### src/rtl/can_err_pkg.sv
// can_err_pkg: shared types and defaults for the CAN error manager.
// Holds the error-frame FSM states, error codes, fault-confinement encodings,
// frame timing defaults and the fault-confinement state derivation.
// Optional feature macro used by this slice: CAN_BUSOFF_RECOVERY_EN.
package can_err_pkg;

   localparam int FLAG_LEN_DEF   = 6;
   localparam int DELIM_LEN_DEF  = 8;
   localparam int PASSIVE_TH_DEF = 128;
   localparam int BUSOFF_TH_DEF  = 256;

   // Bus-off recovery: 128 runs of 11 consecutive recessive bits
   localparam int RECOVERY_RUN  = 11;
   localparam int RECOVERY_SEQS = 128;

   typedef enum logic [1:0] {
      IDLE,
      FLAG,
      WAIT_DELIM,
      DELIM
   } errFsm_t;

   localparam logic [2:0] ERR_NONE  = 3'd0;
   localparam logic [2:0] ERR_BIT   = 3'd1;
   localparam logic [2:0] ERR_STUFF = 3'd2;
   localparam logic [2:0] ERR_FORM  = 3'd3;
   localparam logic [2:0] ERR_ACK   = 3'd4;
   localparam logic [2:0] ERR_CRC   = 3'd5;
   localparam logic [2:0] ERR_EOF   = 3'd6;

   localparam logic [1:0] ST_ACTIVE  = 2'd0;
   localparam logic [1:0] ST_PASSIVE = 2'd1;
   localparam logic [1:0] ST_BUSOFF  = 2'd2;

   // Fault-confinement state from the counter values; bus-off dominates passive
   function automatic logic [1:0] calcErrState(input logic [8:0] tec,
                                               input logic [7:0] rec,
                                               input int passiveTh,
                                               input int busoffTh);
      if (int'(tec) >= busoffTh) begin
         return ST_BUSOFF;
      end else if ((int'(tec) >= passiveTh) || (int'(rec) >= passiveTh)) begin
         return ST_PASSIVE;
      end
      return ST_ACTIVE;
   endfunction

endpackage

### src/rtl/can_err_counters.sv
// can_err_counters: TEC/REC arithmetic with saturation, registered
// fault-confinement state, and (with CAN_BUSOFF_RECOVERY_EN defined) the
// bus-off recovery sequence counter. Without the macro bus-off holds until reset.
module can_err_counters
   import can_err_pkg::*;
#(
   parameter int PASSIVE_TH = PASSIVE_TH_DEF,
   parameter int BUSOFF_TH  = BUSOFF_TH_DEF
) (
   input  logic       clk,
   input  logic       reset,
   input  logic       sp_i,
   input  logic       rx_i,
   input  logic       errEvent_i,
   input  logic       isTx_i,
   input  logic       txOk_i,
   input  logic       rxOk_i,
   output logic [8:0] tec_o,
   output logic [7:0] rec_o,
   output logic [1:0] errState_o,
   output logic [1:0] errStateNext_o
);

   logic [8:0] tec_q, tec_d;
   logic [7:0] rec_q, rec_d;
   logic [1:0] errState_q;
   logic       recover;

`ifdef CAN_BUSOFF_RECOVERY_EN
   logic [3:0] runCnt_q, runCnt_d;
   logic [6:0] seqCnt_q, seqCnt_d;

   // Count runs of recessive bits while bus-off; a dominant bit restarts the run
   always_comb begin
      runCnt_d = runCnt_q;
      seqCnt_d = seqCnt_q;
      recover  = 1'b0;
      if (errState_q != ST_BUSOFF) begin
         runCnt_d = 4'd0;
         seqCnt_d = 7'd0;
      end else if (!rx_i) begin
         runCnt_d = 4'd0;
      end else if (runCnt_q == 4'(RECOVERY_RUN - 1)) begin
         runCnt_d = 4'd0;
         if (seqCnt_q == 7'(RECOVERY_SEQS - 1)) begin
            seqCnt_d = 7'd0;
            recover  = 1'b1;
         end else begin
            seqCnt_d = seqCnt_q + 7'd1;
         end
      end else begin
         runCnt_d = runCnt_q + 4'd1;
      end
   end

   // Recovery counters advance once per bit time
   always_ff @(posedge clk or posedge reset) begin
      if (reset) begin
         runCnt_q <= 4'd0;
         seqCnt_q <= 7'd0;
      end else if (sp_i) begin
         runCnt_q <= runCnt_d;
         seqCnt_q <= seqCnt_d;
      end
   end
`else
   logic unusedRx;
   assign unusedRx = rx_i;
   assign recover  = 1'b0;
`endif

   // Counter update: an error beats a same-bit success, bus-off freezes both
   always_comb begin
      tec_d = tec_q;
      rec_d = rec_q;
      if (errState_q == ST_BUSOFF) begin
         if (recover) begin
            tec_d = 9'd0;
            rec_d = 8'd0;
         end
      end else if (errEvent_i) begin
         if (isTx_i) begin
            tec_d = (tec_q >= 9'd248) ? 9'd256 : tec_q + 9'd8;
         end else begin
            rec_d = (rec_q == 8'hFF) ? 8'hFF : rec_q + 8'd1;
         end
      end else begin
         if (txOk_i && (tec_q != 9'd0)) begin
            tec_d = tec_q - 9'd1;
         end
         if (rxOk_i) begin
            if (rec_q > 8'd127) begin
               rec_d = 8'd120;
            end else if (rec_q != 8'd0) begin
               rec_d = rec_q - 8'd1;
            end
         end
      end
   end

   assign errStateNext_o = calcErrState(tec_d, rec_d, PASSIVE_TH, BUSOFF_TH);

   // Counters and confinement state register together on the sample point
   always_ff @(posedge clk or posedge reset) begin
      if (reset) begin
         tec_q      <= 9'd0;
         rec_q      <= 8'd0;
         errState_q <= ST_ACTIVE;
      end else if (sp_i) begin
         tec_q      <= tec_d;
         rec_q      <= rec_d;
         errState_q <= errStateNext_o;
      end
   end

   assign tec_o      = tec_q;
   assign rec_o      = rec_q;
   assign errState_o = errState_q;

endmodule

### src/rtl/can_error_manager.sv
// can_error_manager: fixed-priority error selection, error frame sequencing
// (flag then recessive delimiter) and fault confinement via can_err_counters.
// Optional feature macro: CAN_BUSOFF_RECOVERY_EN (bus-off recovery, in the counters).
module can_error_manager
   import can_err_pkg::*;
#(
   parameter int FLAG_LEN   = FLAG_LEN_DEF,
   parameter int DELIM_LEN  = DELIM_LEN_DEF,
   parameter int PASSIVE_TH = PASSIVE_TH_DEF,
   parameter int BUSOFF_TH  = BUSOFF_TH_DEF
) (
   input  logic       clk,
   input  logic       reset,
   input  logic       sp,
   input  logic       rx,
   input  logic       bit_err_n,
   input  logic       stuff_err_n,
   input  logic       form_err_n,
   input  logic       ack_err_n,
   input  logic       crc_err_n,
   input  logic       eof_err_n,
   input  logic       is_tx,
   input  logic       tx_ok,
   input  logic       rx_ok,
   output logic       tx_drive,
   output logic       err_frame,
   output logic [2:0] err_code,
   output logic [8:0] tec,
   output logic [7:0] rec,
   output logic [1:0] err_state
);

   errFsm_t    state_q;
   logic [3:0] bitCnt_q;
   logic       txDrive_q;
   logic       errFrame_q;
   logic [2:0] errCode_q;
   logic [2:0] winCode;
   logic [2:0] eventCode;
   logic       errEvent;
   logic [1:0] errStateNext;
   logic       flagLevel;

   // Fixed priority: bit > stuff > form > ack > crc > eof
   always_comb begin
      winCode = ERR_NONE;
      if (!bit_err_n) begin
         winCode = ERR_BIT;
      end else if (!stuff_err_n) begin
         winCode = ERR_STUFF;
      end else if (!form_err_n) begin
         winCode = ERR_FORM;
      end else if (!ack_err_n) begin
         winCode = ERR_ACK;
      end else if (!crc_err_n) begin
         winCode = ERR_CRC;
      end else if (!eof_err_n) begin
         winCode = ERR_EOF;
      end
   end

   // Errors are accepted only in IDLE, plus a dominant bit inside the delimiter
   always_comb begin
      errEvent  = 1'b0;
      eventCode = winCode;
      if (err_state != ST_BUSOFF) begin
         if ((state_q == IDLE) && (winCode != ERR_NONE)) begin
            errEvent = 1'b1;
         end else if ((state_q == DELIM) && !rx) begin
            errEvent  = 1'b1;
            eventCode = ERR_FORM;
         end
      end
   end

   can_err_counters #(
      .PASSIVE_TH (PASSIVE_TH),
      .BUSOFF_TH  (BUSOFF_TH)
   ) uCounters (
      .clk            (clk),
      .reset          (reset),
      .sp_i           (sp),
      .rx_i           (rx),
      .errEvent_i     (errEvent),
      .isTx_i         (is_tx),
      .txOk_i         (tx_ok),
      .rxOk_i         (rx_ok),
      .tec_o          (tec),
      .rec_o          (rec),
      .errState_o     (err_state),
      .errStateNext_o (errStateNext)
   );

   // Flag polarity follows the confinement state the counters are moving to,
   // so a flag raised by the error that crosses into passive is already passive
   assign flagLevel = (errStateNext == ST_ACTIVE) ? 1'b0 : 1'b1;

   // Error frame sequencer with registered bus-facing outputs
   always_ff @(posedge clk or posedge reset) begin
      if (reset) begin
         state_q    <= IDLE;
         bitCnt_q   <= 4'd0;
         txDrive_q  <= 1'b1;
         errFrame_q <= 1'b0;
         errCode_q  <= ERR_NONE;
      end else if (sp) begin
         if (errStateNext == ST_BUSOFF) begin
            state_q    <= IDLE;
            bitCnt_q   <= 4'd0;
            txDrive_q  <= 1'b1;
            errFrame_q <= 1'b0;
            if (errEvent) begin
               errCode_q <= eventCode;
            end
         end else if (errEvent) begin
            state_q    <= FLAG;
            bitCnt_q   <= 4'd0;
            txDrive_q  <= flagLevel;
            errFrame_q <= 1'b1;
            errCode_q  <= eventCode;
         end else begin
            case (state_q)
               IDLE: begin
                  txDrive_q <= 1'b1;
               end
               FLAG: begin
                  if (bitCnt_q == 4'(FLAG_LEN - 1)) begin
                     state_q   <= WAIT_DELIM;
                     bitCnt_q  <= 4'd0;
                     txDrive_q <= 1'b1;
                  end else begin
                     bitCnt_q  <= bitCnt_q + 4'd1;
                     txDrive_q <= flagLevel;
                  end
               end
               WAIT_DELIM: begin
                  txDrive_q <= 1'b1;
                  if (rx) begin
                     state_q  <= DELIM;
                     bitCnt_q <= 4'd1;
                  end
               end
               DELIM: begin
                  txDrive_q <= 1'b1;
                  if (bitCnt_q == 4'(DELIM_LEN - 1)) begin
                     state_q    <= IDLE;
                     bitCnt_q   <= 4'd0;
                     errFrame_q <= 1'b0;
                  end else begin
                     bitCnt_q <= bitCnt_q + 4'd1;
                  end
               end
               default: begin
                  state_q    <= IDLE;
                  bitCnt_q   <= 4'd0;
                  txDrive_q  <= 1'b1;
                  errFrame_q <= 1'b0;
               end
            endcase
         end
      end
   end

   assign tx_drive  = txDrive_q;
   assign err_frame = errFrame_q;
   assign err_code  = errCode_q;

endmodule

### config.mk
export PLATFORM = sky130hd
export DESIGN_NAME = can_error_manager
export DESIGN_NICKNAME = d
export VERILOG_FILES = /design/src/rtl/can_err_pkg.sv /design/src/rtl/can_err_counters.sv /design/src/rtl/can_error_manager.sv
export SDC_FILE = /design/constraint.sdc
export NUM_CORES = 1
export LEC_CHECK = 0
export CORE_MARGIN = 10
export CORE_UTILIZATION = 45
export DETAILED_ROUTE_END_ITERATION = 7
export PLACE_DENSITY_LB_ADDON = 0.2
export SYNTH_ARGS = -nofsm -noshare
export SYNTH_HDL_FRONTEND = slang
export SYNTH_HIERARCHICAL = 1
export SYNTH_SLANG_ARGS = --single-unit
### constraint.sdc
create_clock -name clk -period 3.2 [get_ports clk]
set_clock_uncertainty 0.15 [all_clocks]
set_input_delay 0.32 -clock clk [delete_from_list [all_inputs] [get_ports clk]]
set_output_delay 0.32 -clock clk [all_outputs]
set_load 0.01 [all_outputs]
## Word-level counts from Yosys, hierarchy flattened

Cells that the tools add are included.
Widths: inputs -> output; s select.

| cells by class | value |
|---|---|
| reduce and logical (&&, ||, !) cells | 18 |
| muxes and demuxes | 50 |
| $lt $le $gt $ge | 5 |
| $add $sub $neg | 5 |
| equality and inequality tests | 12 |

Operators with widths:

| kind | count |
|---|---|
| $mux 8 | 7 |
| $mux 9 | 5 |
| $mux 3 | 9 |
| $mux 4 | 5 |
| $ge 9x8->1 const B | 2 |
| $mux 2 | 8 |
| $mux 1 | 13 |
| $pmux 4 s3 | 1 |
| $add 9x4->9 const B | 1 |
| $ge 9x9->1 const B | 1 |
| $reduce_bool 3->1 | 3 |
| $reduce_bool 9->1 | 1 |
| $sub 9x1->9 const B | 1 |
| $add 8x1->8 const B | 1 |
| $eq 2x2->1 const B | 4 |
| $eq 4x3->1 const B | 2 |
| $eq 8x8->1 const B | 1 |
| $ge 8x8->1 const B | 1 |
| $gt 8x7->1 const B | 1 |
| $ne 4x4->1 const B | 2 |
| $reduce_bool 8->1 | 1 |
| $sub 8x1->8 const B | 1 |
| $pmux 2 s3 | 1 |
| $reduce_and 3->1 | 2 |
| 13 further kinds | 16 |

| storage, ports and cells | value |
|---|---|
| register bits | 30 |
| logic and storage cells | 98 |
| bits of input ports | 13 |

## Logic depth before layout (Yosys ltp)

Gate-level depths: netlist of the first run.

| logic depth | value |
|---|---|
| depth after elaboration | 23 |
| mapped depth | 16 |
| gate-level depth less buffers | 14 |

## Hierarchy

The synthesis of the first run kept the hierarchy.

Modules (own cells, without submodules):

| module | area an instance (um^2) | seq. area each (um^2) | times used | cells each |
|---|---|---|---|---|
| can_err_counters | 1752.9 | 450.4 | 1 | 230 |
| can_error_manager | 785.8 | 276.5 | 1 | 90 |

## Least setup slack after synthesis of the first run

OpenSTA, ideal clock, no wires.

| path | value |
|---|---|
| path type | flip-flop to flip-flop |
| from | register uCounters.tec_q[8], in the netlist uCounters/tec_o[8] |
| to | register bitCnt_q[0] |
| arrival | 3.102 ns |
| cell stages (with the launch flop) | 15 |
| required time | 2.928 ns |
| clock period less this slack | 3.374 ns |
| library setup time | 0.122 ns |
| path slack | -0.174 ns |
| cells stage by stage | dfrtp_1 nor2b_1 a2111oi_4 nor2_1 inv_2 clkbuf_1 inv_1 nor3_1 a22oi_1 a21oi_1 nor2b_1 a211o_1 o21ai_2 nor2_1 a32o_1 |

| between the ends | value |
|---|---|
| cells in the longest elaborated chain, start to end | 13 |
| elaborated cells between the ends (all ways) | 22 |
| classes of those cells | add/sub (2); order compare (3); eq/ne (2); mux (10); reduce/logical (5) |

Ends and longest elaborated chain:

| item | line | RTL |
|---|---|---|
| start: declaration | can_err_counters.sv:24 | `logic [8:0] tec_q, tec_d;` |
| start signal: assignment | can_err_counters.sv:110 | `tec_q <= tec_d;` |
| $add 9x4->9 (tied with other cells) | can_err_counters.sv:83 | `tec_d = (tec_q >= 9'd248) ? 9'd256 : tec_q + 9'd8;` |
| $mux 9 or $logic_and 1x1->1 (tied branches) | can_err_counters.sv:83, can_err_counters.sv:88 |  |
| $mux 9 (on tied branches) | can_err_counters.sv:82, can_err_counters.sv:88 |  |
| $mux 9 | can_err_counters.sv:81 | `end else if (errEvent_i) begin` |
| $mux 9 * | can_err_counters.sv:76 | `if (errState_q == ST_BUSOFF) begin` |
| $ge 9x8->1 | can_err_pkg.sv:42 | `end else if ((int'(tec) >= passiveTh) \|\| (int'(rec) >= passiveTh)) begin` |
| $logic_or 1x1->1 | can_err_pkg.sv:42 |  |
| $mux 1 | can_err_pkg.sv:42 |  |
| $mux 1 | can_err_pkg.sv:40 | `if (int'(tec) >= busoffTh) begin` |
| $mux 2 * | can_err_pkg.sv:45 | `return ST_ACTIVE;` |
| net errStateNext[0] | can_error_manager.sv:41 | `logic [1:0] errStateNext;` |
| $eq 2x2->1 * | can_error_manager.sv:107 | `if (errStateNext == ST_BUSOFF) begin` |
| $ne 4x4->1 (no source line) or $reduce_bool 5->1 (tied branches) | -- |  |
| $reduce_and 3->1 (no source line) | -- |  |
| end signal: assignment | can_error_manager.sv:132 | `bitCnt_q <= bitCnt_q + 4'd1;` |
| end signal: assignment | can_error_manager.sv:150 | `bitCnt_q <= bitCnt_q + 4'd1;` |
| end: declaration | can_error_manager.sv:34 | `logic [3:0] bitCnt_q;` |

The timed path passes the listed nets; every way through them passes the cells marked *.
A chain may end at the register's enable or synchronous reset.

## Worst setup path in the final report of the first run

| path | value |
|---|---|
| from | input form_err_n |
| to | register bitCnt_q[0] |

| between the ends | value |
|---|---|
| cells in the longest elaborated chain, start to end | 17 |
| elaborated cells between the ends (all ways) | 25 |
| classes of those cells | order compare (3); eq/ne (2); mux (15); reduce/logical (5) |

Ends and longest elaborated chain:

| item | line | RTL |
|---|---|---|
| start: declaration | can_error_manager.sv:18 | `input logic form_err_n,` |
| $mux 3 * | can_error_manager.sv:51 | `end else if (!form_err_n) begin` |
| $mux 3 * | can_error_manager.sv:49 | `end else if (!stuff_err_n) begin` |
| $mux 3 * | can_error_manager.sv:47 | `if (!bit_err_n) begin` |
| $reduce_bool 3->1 * | can_error_manager.sv:67 | `if ((state_q == IDLE) && (winCode != ERR_NONE)) begin` |
| $logic_and 1x1->1 * | can_error_manager.sv:67 |  |
| $mux 1 * | can_error_manager.sv:67 |  |
| $mux 1 * | can_error_manager.sv:66 | `if (err_state != ST_BUSOFF) begin` |
| net errEvent | can_error_manager.sv:40 | `logic errEvent;` |
| (+3 left out) | -- |  |
| $logic_or 1x1->1 | can_err_pkg.sv:42 |  |
| $mux 1 | can_err_pkg.sv:42 |  |
| $mux 1 | can_err_pkg.sv:40 |  |
| $mux 2 * | can_err_pkg.sv:45 |  |
| net errStateNext[1] | can_error_manager.sv:41 |  |
| $eq 2x2->1 * | can_error_manager.sv:107 |  |
| $ne 4x4->1 (no source line) or $reduce_bool 5->1 (tied branches) | -- |  |
| $reduce_and 3->1 (no source line) | -- |  |

Marked as above.

==> results of run 1 <==
critical path: cells and delay by family:
family	cells	cell delay, ns
compound gates	6	1.32
buf+inv	2	0.56
simple gates	7	0.86
layer usage:
metal	GRT usage, %	share of wire (%)
met1	21.4	43
met3	4.40	7.7
met5	0	0
met4	4.99	1.7
met2	27.9	48
layout by cell type (no fill, tap or decap), drive strengths merged, types with 3 or more instances in the layout:
cell           count
nand2             28
nor2              20
nor2b             11
buf               40
a41oi              5
or3               11
nor4               4
nand2b             4
a21o               3
a31oi              8
a21oi             25
o22ai              5
o311ai             3
inv               21
nand3b             3
o31ai              5
clkdlybuf4s50     36
and3               3
or4b               4
nand3             12
o21a               3
nor3              15
ha                 9
clkbuf             7
a22o               3
nand4              3
o21ai             24
dfrtp             28
path summary, 6_finish.rpt:
| kind | end | depth (start not counted) |
|---|---|---|
| hold / removal | err_code[1]$_DFFE_PP0P_ | 2 |
| min in group clk | err_code[1]$_DFFE_PP0P_ | 1 |
| hold reg to reg | err_code[1]$_DFFE_PP0P_ | 1 |
| setup / recovery | bitCnt_q[0]$_DFFE_PP0P_ | 15 |
| setup reg to reg | bitCnt_q[0]$_DFFE_PP0P_ | 12 |
| max in group asynchronous | uCounters/rec_o[7]$_DFFE_PP0P_ | 2 |
cell families after synthesis:
| group | synth area share, % |
|---|---|
| AOI/OAI and AO/OA | 30.0 |
| xor gates and xnor gates | 0.690 |
| adders and majority gates | 4.44 |
| buffers and inverters | 7.24 |
| DFF | 28.6 |
| muxes | 0.838 |
| and+or+nand+nor | 28.1 |
cell usage after synthesis, types with 2 or more instances:
library cell and count:
a211oi_1 2, a21o_1 3, a21oi_1 25, a22o_1 3
a22oi_1 2, a31oi_1 8, a32o_1 2, a41oi_1 5
and3_1 2, and4_1 2, buf_2 5, buf_4 2
buf_6 2, clkbuf_1 10, dfrtp_1 28, ha_1 9
inv_1 20, nand2_1 28, nand2b_1 3, nand3_1 12
nand3b_1 3, nand4_1 3, nand4b_1 2, nor2_1 20
nor2b_1 11, nor3_1 15, nor3b_1 2, nor4_1 3
o211ai_1 2, o21a_1 3, o21ai_0 14, o21ai_1 8
o21ai_2 2, o21bai_1 2, o22a_1 2, o22ai_1 5
o311ai_1 3, o31a_1 2, o31ai_1 5, or3_1 11
or4b_1 2, or4b_4 2, xnor2_1 2
metrics by stage:
stage          hold slack, ns  utilization (%)  total power, W  worst slack (ns)  cells
2_1_floorplan          0.0217                -         0.00204            0.0571    320
3_3_place_gp            0.310             58.0         0.00287            -0.166    448
3_5_place_dp            0.318             58.0         0.00290            -0.192    448
4_1_cts                 0.229             59.5         0.00323             0.103    455
5_1_grt                 0.266             60.9         0.00360          -0.00302    455
6_report                0.210             60.9         0.00332             0.160    455
layout make-up:
cell class              count  area [µm²]  area share, %
inverters                  21        78.8           2.35
multi-input cells         250        1710           51.0
flip-flops and latches     29         727           21.7
clock buffers               7        86.3           2.57
repair buffers             76         661           19.7
well taps                  72        90.1           2.68
registers in the layout, summed over array words and instances (netlist names):
| name | count |
|---|---|
| state_q | 2 |
| err_frame | 1 |
| uCounters/errState_o | 1 |
| tx_drive | 1 |
| bitCnt_q | 4 |
| uCounters/tec_o | 9 |
| err_code | 3 |
| uCounters/rec_o | 8 |
report_power, final:
part / internal [W] / leakage (nW) / switching, W / total, W
registers: 0.000531 / 0.343 / 0.000223 / 0.000754
logic: 0.00107 / 0.949 / 0.00118 / 0.00226
clock network: 0.000170 / 0.0443 / 0.000139 / 0.000309
total: 0.00178 / 1.34 / 0.00154 / 0.00332
==> impl_metrics.env, run 1 <==
export IMPL_grt_max_degree=20
export IMPL_max_stage_delay_ns=0.43
export IMPL_synth_distinct_cells=66
export IMPL_antenna_found_initial=0
export IMPL_gr_total_overflow=0
export IMPL_hpwl_mm=5.65
export IMPL_first_iter_violations=185
export IMPL_fmax_mhz=329
export IMPL_vias_per_cell=6.08
export IMPL_wl_per_cell_um=16.7
export IMPL_htreeDepth=2
export IMPL_maxCapViolCount=0
export IMPL_cts_buffers=5
export IMPL_worst_ep_required_time_ns=3.22
export IMPL_fin_crit_ns=3.04
export IMPL_drt_wl_total_mm=7.59
export IMPL_setup_viol=0
export IMPL_drt_first_pass_iters=5
export IMPL_power_density_mw_per_mm2=989
export IMPL_die_h_um=95.1
export IMPL_dieArea_mm2=0.00905
export IMPL_yosysWarnings=6
export IMPL_clk_pin_slew_ns=0.06
export IMPL_post_cts_buffers=0
export IMPL_synth_area_mm2=0.00254
export IMPL_gp_congestion=0.880
export IMPL_grt_pass1_vias=2657
export IMPL_start_kind="primary input"
export IMPL_synth_top_area_cell="dfrtp_1"
export IMPL_synth_nets=342
export IMPL_hold_violations=0
export IMPL_r2r_start="uCounters/tec_o[0]$_DFFE_PP0P_"
export IMPL_clock_sinks=29
export IMPL_num_io_pins=37
export IMPL_hold_class="primary input to async pin"
export IMPL_portBuffers=36
export IMPL_async_reset_ff_share_pct=100
export IMPL_stdcell_area_mm2=0.00336
export IMPL_drc_errors=0
export IMPL_antennaDiodeCount=0
export IMPL_core_area_mm2=0.00551
export IMPL_cts_root_buf="clkbuf_8"
export IMPL_status="finished clean"
export IMPL_critPathMostFrequentCell="a21oi_2"
export IMPL_row_count=27
export IMPL_tightest_slew_ns=0.800
export IMPL_tns_ns=0
export IMPL_ys_flop_type="dfrtp_1"
export IMPL_cp_arrival_ns=3.06
export IMPL_hold_buffers=0
export IMPL_ctsLongestPathBuffers=2
export IMPL_track_usage_pct=17.0
export IMPL_fill_cells=498
export IMPL_chipWidth_um=95.1
export IMPL_yosysSeqAreaShare_pct=28.6
export IMPL_ant_nets=0
export IMPL_leakage_nw=1.34
export IMPL_slew_headroom_pct=46.6
export IMPL_ir_drop_mv=0.456
export IMPL_drv_slew=0
export IMPL_synth_edf_count=0
export IMPL_fin_nets=405
export IMPL_cp_max_fo=8
export IMPL_path_cells="clkdlybuf4s50_1, and3_4, a2111oi_4, nor2_2, inv_2, nand3b_1, nor4_4, nor3_2, a21oi_2, a21oi_2, nor2b_2, a211o_1, o21ai_4, nor2_1, a32o_1"
export IMPL_grt_first_pass_wirelength_mm=12.7
export IMPL_r2r_slack_ns=0.16
export IMPL_place_area_mm2=0.00319
export IMPL_vias=2768
export IMPL_cts_resized_gates=0
export IMPL_yosysTopAreaCellShare_pct=27.6
export IMPL_cts_tree="built"
export IMPL_crit_path_end_kind="register"
export IMPL_startpoint="form_err_n"
export IMPL_finalCritPeriodShare_pct=95.0
export IMPL_critPathSlowestCell="clkdlybuf4s50_1"
export IMPL_worstSetupPathType="primary input to register"
export IMPL_area_growth_pct=32.2
export IMPL_drive_gt1_share_pct=18.8
export IMPL_clkLatencyLatePin_ns=0.28
export IMPL_initial_utilization_pct=46.1
export IMPL_synth_area_leaders="dfrtp_1 (28%), a21oi_1 (4.9%), ha_1 (4.4%), nand2_1 (4.1%), inv_1 (3.0%)"
export IMPL_ys_ff_latch=29
export IMPL_syn_inst=320
export IMPL_syn_avg_cell_area_um2=7.93
(Power assumes the default switching activity.)
==> run 2: changes to the inputs <==
CORE_MARGIN = default   (was 10)
==> run 2 against run 1 <==
Critical endpoint is now bitCnt_q[3]$_DFFE_PP0P_. Hold slack improved by 0.022 ns. Setup slack worse by 0.0069 ns. Via count unchanged. Non-clock buffer count decreased by 4. Combinational power down 4%. Largest power group unchanged. Total power increased by 0.91%. Fmax is 0.23% lower.
==> impl_metrics.env, run 2 (synthesis results as in run 1) <==
export IMPL_area_growth_pct=31.8
export IMPL_clk_pin_slew_ns=0.07
export IMPL_cts_tree="built"
export IMPL_ctsLongestPathBuffers=2
export IMPL_status="finished clean"
export IMPL_drc_errors=0
export IMPL_gp_congestion=0.934
export IMPL_stdcell_area_mm2=0.00335
export IMPL_hold_buffers=0
export IMPL_routed_wl_met3_um=513
export IMPL_drv_slew=0
export IMPL_maxCapViolCount=0
export IMPL_finalCritPeriodShare_pct=95.2
export IMPL_hold_class="primary input to async pin"
export IMPL_gr_total_overflow=0
export IMPL_fmax_mhz=328
export IMPL_slew_headroom_pct=50.7
export IMPL_cp_arrival_ns=3.07
export IMPL_initial_utilization_pct=48.2
export IMPL_antennaDiodeCount=0
export IMPL_drive_gt1_share_pct=18.2
export IMPL_hold_violations=0
export IMPL_cts_buffers=5
export IMPL_ir_drop_mv=0.629
export IMPL_ant_nets=0
export IMPL_start_kind="register"
export IMPL_worstSetupPathType="register to register"
export IMPL_fin_cells=450
export IMPL_power_density_mw_per_mm2=1000
export IMPL_clkLatencyLatePin_ns=0.28
export IMPL_dieArea_mm2=0.00595
export IMPL_drt_first_pass_iters=4
export IMPL_crit_path_end_kind="register"
export IMPL_setup_ws_ns=0.153
export IMPL_first_iter_violations=191
export IMPL_setup_viol=0
export IMPL_antenna_found_initial=0
export IMPL_fin_util_pct=63.5
export IMPL_top_layer="met4"
export IMPL_die_h_um=77.1
export IMPL_cp_max_fo=9
export IMPL_portBuffers=36
export IMPL_core_area_mm2=0.00527
export IMPL_grt_first_pass_wirelength_mm=12.5
export IMPL_num_io_pins=37
export IMPL_largest_reg_flops=9
export IMPL_grt_max_degree=19
export IMPL_row_count=26
export IMPL_track_usage_pct=26.0
export IMPL_vias=2768
export IMPL_cts_root_buf="clkbuf_8"
export IMPL_routed_wl_met2_mm=3.55
export IMPL_place_area_mm2=0.00314
export IMPL_grt_pass1_vias=2619
export IMPL_fill_cells=475
export IMPL_met1_length_mm=3.24
export IMPL_htreeDepth=2
export IMPL_leakage_nw=1.37
export IMPL_tightest_slew_ns=0.739
export IMPL_drt_wl_total_mm=7.40
export IMPL_final_cell_mix="buf_4 (35), clkdlybuf4s50_1 (31), nand2_1 (28), dfrtp_1 (28), a21oi_1 (23)"
export IMPL_dpl_worst_slack_ns=-0.205
export IMPL_vias_per_cell=6.15
export IMPL_dp_cells=440
export IMPL_chipWidth_um=77.1
export IMPL_fin_crit_ns=3.05
export IMPL_wl_per_cell_um=16.4
export IMPL_clock_sinks=29
export IMPL_layout_commonest_cell="buf_4"
export IMPL_fin_nets=401
export IMPL_hpwl_mm=5.40
export IMPL_worst_ep_required_time_ns=3.22
==> run 2: cell types whose count changed in the layout (fill, tap and decap cells not counted), moves of 2 or more <==
cell             before  now
buf_4                40   35
clkdlybuf4s50_1      36   31
dlymetal6s2s_1        0    5
nor3_1               10   13
nor3_2                5    2
nor2_1               19   17
nor2_2                1    3
==> run 2: path summary, 6_finish.rpt <==
kind / startpoint / end / slack, ns / cells after the start
worst max-delay path: uCounters/tec_o[2]$_DFFE_PP0P_ / bitCnt_q[3]$_DFFE_PP0P_ / 0.15 / 9
worst min-delay path: reset / bitCnt_q[0]$_DFFE_PP0P_ / 0.23 / 2
worst max register to register: uCounters/tec_o[2]$_DFFE_PP0P_ / bitCnt_q[3]$_DFFE_PP0P_ / 0.15 / 9
worst min register to register: err_code[1]$_DFFE_PP0P_ / err_code[1]$_DFFE_PP0P_ / 0.33 / 1
max in group asynchronous: reset / uCounters/rec_o[7]$_DFFE_PP0P_ / 2.07 / 2
min in group clk: form_err_n / err_code[2]$_DFFE_PP0P_ / 0.25 / 3
==> run 2: cell type report <==
type / count / area [µm²] / area share, %
Inverter: 21 / 78.8 / 2.36
Timing Repair Buffer: 72 / 647 / 19.3
Tap cell: 70 / 87.6 / 2.62
Sequential cell: 29 / 727 / 21.7
Multi-Input combinational cell: 250 / 1690 / 50.5
Clock inverter: 1 / 30.0 / 0.898
Clock buffer: 7 / 86.3 / 2.58
==> run 2: timing repair <==
action	CTS	global route
resized for setup	0	20
endpoints found under the setup margin	0	6
setup buffers	0	2
==> run 2: where the power goes <==
group | internal [W] | switching, W
Combinational | 0.00104 | 0.00113
Clock | 0.000254 | 0.000144
Sequential | 0.000530 | 0.000247
Total | 0.00183 | 0.00152
==> run 2: through the flow <==
step	setup TNS (ns)	hold WS, ns	total power (W)
global route	-0.144	0.253	0.00362
detailed placement	-0.879	0.321	0.00284
global placement	-0.349	0.312	0.00280
CTS	0	0.248	0.00325
floorplan	0	0.0217	0.00204
finish	0	0.232	0.00335
==> run 2: worst max-delay path, cell delays in order, from the launching register on <==
cell     delay (ns)
dfrtp_1        0.47
or3_1          0.46
nor4_1         0.41
a41oi_1        0.28
a21oi_2        0.23
nor2b_2        0.07
a211o_1        0.30
o21ai_4        0.26
nor2_2         0.06
a22o_1         0.23
==> run 2: metal layers <==
layer	vias to the layer above	track usage (%)
met4	0	7.74
met1	1301	33.8
li1	1327	-
met2	129	43.8
met3	11	4.52
met5	-	0
==> run 3: changes to the inputs <==
CORE_ASPECT_RATIO = 1.4   (was default)
==> run 3 against run 2 <==
Count of clock-buffer cells in the layout unchanged. Sequential power decreased by 0.9%. Core utilization decreased by 3.2 points. Final cell count decreased by 0.44%. Largest cell class unchanged. First-iteration DRC count decreased by 16%. Via count increased by 0.11%. Clock power decreased by 15%. Combinational power about the same.
==> impl_metrics.env, run 3 (synthesis results as in run 1) <==
export IMPL_final_cell_mix="clkdlybuf4s50_1 (36), buf_4 (36), nand2_1 (28), dfrtp_1 (28), a21oi_1 (24)"
export IMPL_dieArea_mm2=0.00595
export IMPL_fill_cells=486
export IMPL_vias_per_cell=6.19
export IMPL_hold_violations=0
export IMPL_cts_root_buf="clkbuf_8"
export IMPL_hold_buffers=0
export IMPL_clk_pin_slew_ns=0.07
export IMPL_r2r_slack_ns=0.18
export IMPL_antennaDiodeCount=0
export IMPL_finalCritPeriodShare_pct=96.0
export IMPL_hold_ws_ns=0.231
export IMPL_worstSetupPathType="primary input to register"
export IMPL_drive_gt1_share_pct=17.9
export IMPL_swShare_pct=46.4
export IMPL_gp_congestion=0.884
export IMPL_drc_errors=0
export IMPL_cts_tree="built"
export IMPL_power_share_clock_pct=10.4
export IMPL_internal_power_w=0.00175
export IMPL_critPathSlowestCell="clkdlybuf4s50_1"
export IMPL_first_iter_violations=161
export IMPL_setup_viol=0
export IMPL_fin_cells=448
export IMPL_status="finished clean"
export IMPL_ctsLongestPathBuffers=2
export IMPL_maxCapViolCount=0
export IMPL_grt_first_pass_wirelength_mm=11.9
export IMPL_crit_path_end="bitCnt_q[0]$_DFFE_PP0P_"
export IMPL_dp_cells=439
export IMPL_drt_wl_total_mm=7.39
export IMPL_startpoint="crc_err_n"
export IMPL_crit_path_end_kind="register"
export IMPL_gr_total_overflow=0
export IMPL_power_density_mw_per_mm2=984
export IMPL_core_area_mm2=0.00549
export IMPL_clock_sinks=29
export IMPL_p_seq_share_pct=23.7
export IMPL_cts_buffers=5
export IMPL_row_count=32
export IMPL_max_stage_delay_ns=0.43
export IMPL_ant_nets=0
export IMPL_fin_crit_ns=3.07
export IMPL_worstRegToRegCells=12
export IMPL_rsz0062_at_grt="yes"
export IMPL_grt_pass1_vias=2581
export IMPL_drt_first_pass_iters=6
export IMPL_worstReg2RegEnd="bitCnt_q[0]$_DFFE_PP0P_"
export IMPL_critPathBufInv=2
export IMPL_track_usage_pct=25.4
export IMPL_cp_depth=15
export IMPL_cp_arrival_ns=3.10
export IMPL_crit_family="compound AO/OA/AOI/OAI gates"
export IMPL_worst_ep_required_time_ns=3.22
export IMPL_chipWidth_um=65.5
export IMPL_largest_reg_flops=9
export IMPL_slew_headroom_pct=48.4
export IMPL_hold_class="primary input to async pin"
export IMPL_initial_utilization_pct=46.3
export IMPL_path_cells="clkdlybuf4s50_1, and3_2, a2111oi_4, nor2_2, inv_2, nand3b_1, nor4_2, nor3_1, a21oi_1, a21oi_2, nor2b_1, a211o_1, o21ai_4, nor2_1, a32o_1"
export IMPL_area_growth_pct=30.3
export IMPL_htreeDepth=2
export IMPL_antenna_found_initial=0
export IMPL_ir_drop_mv=0.557
export IMPL_portBuffers=36
export IMPL_grt_max_degree=20
export IMPL_cp_max_fo=7
export IMPL_tightest_slew_ns=0.774
export IMPL_num_io_pins=37
export IMPL_hpwl_mm=5.35
export IMPL_fin_util_pct=60.3
export IMPL_fin_nets=401
export IMPL_p_comb_share_pct=65.9
export IMPL_start_kind="primary input"
export IMPL_r2r_start="uCounters/tec_o[1]$_DFFE_PP0P_"
export IMPL_leakage_nw=1.32
export IMPL_wl_per_cell_um=16.5
export IMPL_die_h_um=90.9
export IMPL_vias=2771
export IMPL_drv_slew=0
export IMPL_clkLatencyLatePin_ns=0.28
export IMPL_fmax_mhz=326
export IMPL_p_sw_w=0.00151
## run 3: cell types whose count changed in the layout (fill, tap and decap cells not counted), sizes merged
cell,delta
bufinv,-1
clkdlybuf4s50,+5
clkinv,+1
dlymetal6s2s,-5
## run 3: worst reg2reg max path, delay by kind of cell, from the launching register on
family          cells  cell delay (ns)
buf+inv             1             0.10
fa+ha+maj           1             0.22
simple gates        4             0.85
flops               1             0.41
compound gates      6             1.19
## run 3: power groups by stage
stage / clock [W] / combinational [W] / sequential, W
after floorplan: 0 / 0.00128 / 0.000760
final: 0.000339 / 0.00215 / 0.000770
after global placement: 0 / 0.00204 / 0.000765
after detailed placement: 0 / 0.00207 / 0.000771
after CTS: 0.000349 / 0.00208 / 0.000766
after global routing: 0.000363 / 0.00235 / 0.000798
## run 3: routing by layer
layer  global-route usage [%]  vias to the layer above  part of all wire (%)
met3                     3.79                       11                   4.3
met4                     7.79                        0                   1.2
met1                     31.8                     1339                    42
li1                         -                     1327                     -
met5                        0                        -                     0
met2                     43.8                       94                    52
## run 3: metrics by stage
| stage | area [µm²] | power, W | setup slack, ns | setup TNS (ns) |
|---|---|---|---|---|
| final | 3310 | 0.00326 | 0.129 | 0 |
| after global routing | 3310 | 0.00352 | -0.0448 | -0.0907 |
| after CTS | 3250 | 0.00319 | 0.104 | 0 |
| after detailed placement | 3150 | 0.00284 | -0.183 | -0.739 |
| after global placement | 3150 | 0.00281 | -0.131 | -0.446 |
| after floorplan | 2550 | 0.00204 | 0.0571 | 0 |
## run 3: worst min path at each step
stage,startpoint,endpoint,slack [ns],cells past startpoint
finish,reset,state_q[1]$_DFFE_PP0P_,0.23,2
global route,reset,bitCnt_q[0]$_DFFE_PP0P_,0.26,2
CTS,reset,err_code[1]$_DFFE_PP0P_,0.24,2
detailed placement,err_code[1]$_DFFE_PP0P_,err_code[1]$_DFFE_PP0P_,0.32,1
global placement,err_code[2]$_DFFE_PP0P_,err_code[2]$_DFFE_PP0P_,0.31,2
floorplan,reset,bitCnt_q[0]$_DFFE_PP0P_,0.02,1
## run 3: final cells by class
class                   count  area [µm²]  area share [%]
clock inverters             1        5.00           0.151
repair buffers             72         631            19.1
clock buffers               7        96.3            2.91
well taps                  68        85.1            2.57
flip-flops and latches     29         727            22.0
multi-input cells         250        1690            50.9
inverters                  21        78.8            2.38
## run 3: timing repair
item	in CTS	in global routing
endpoints found under the hold margin	0	0
gates resized for setup	0	11
buffers inserted	0	1
setup endpoints to repair	0	4
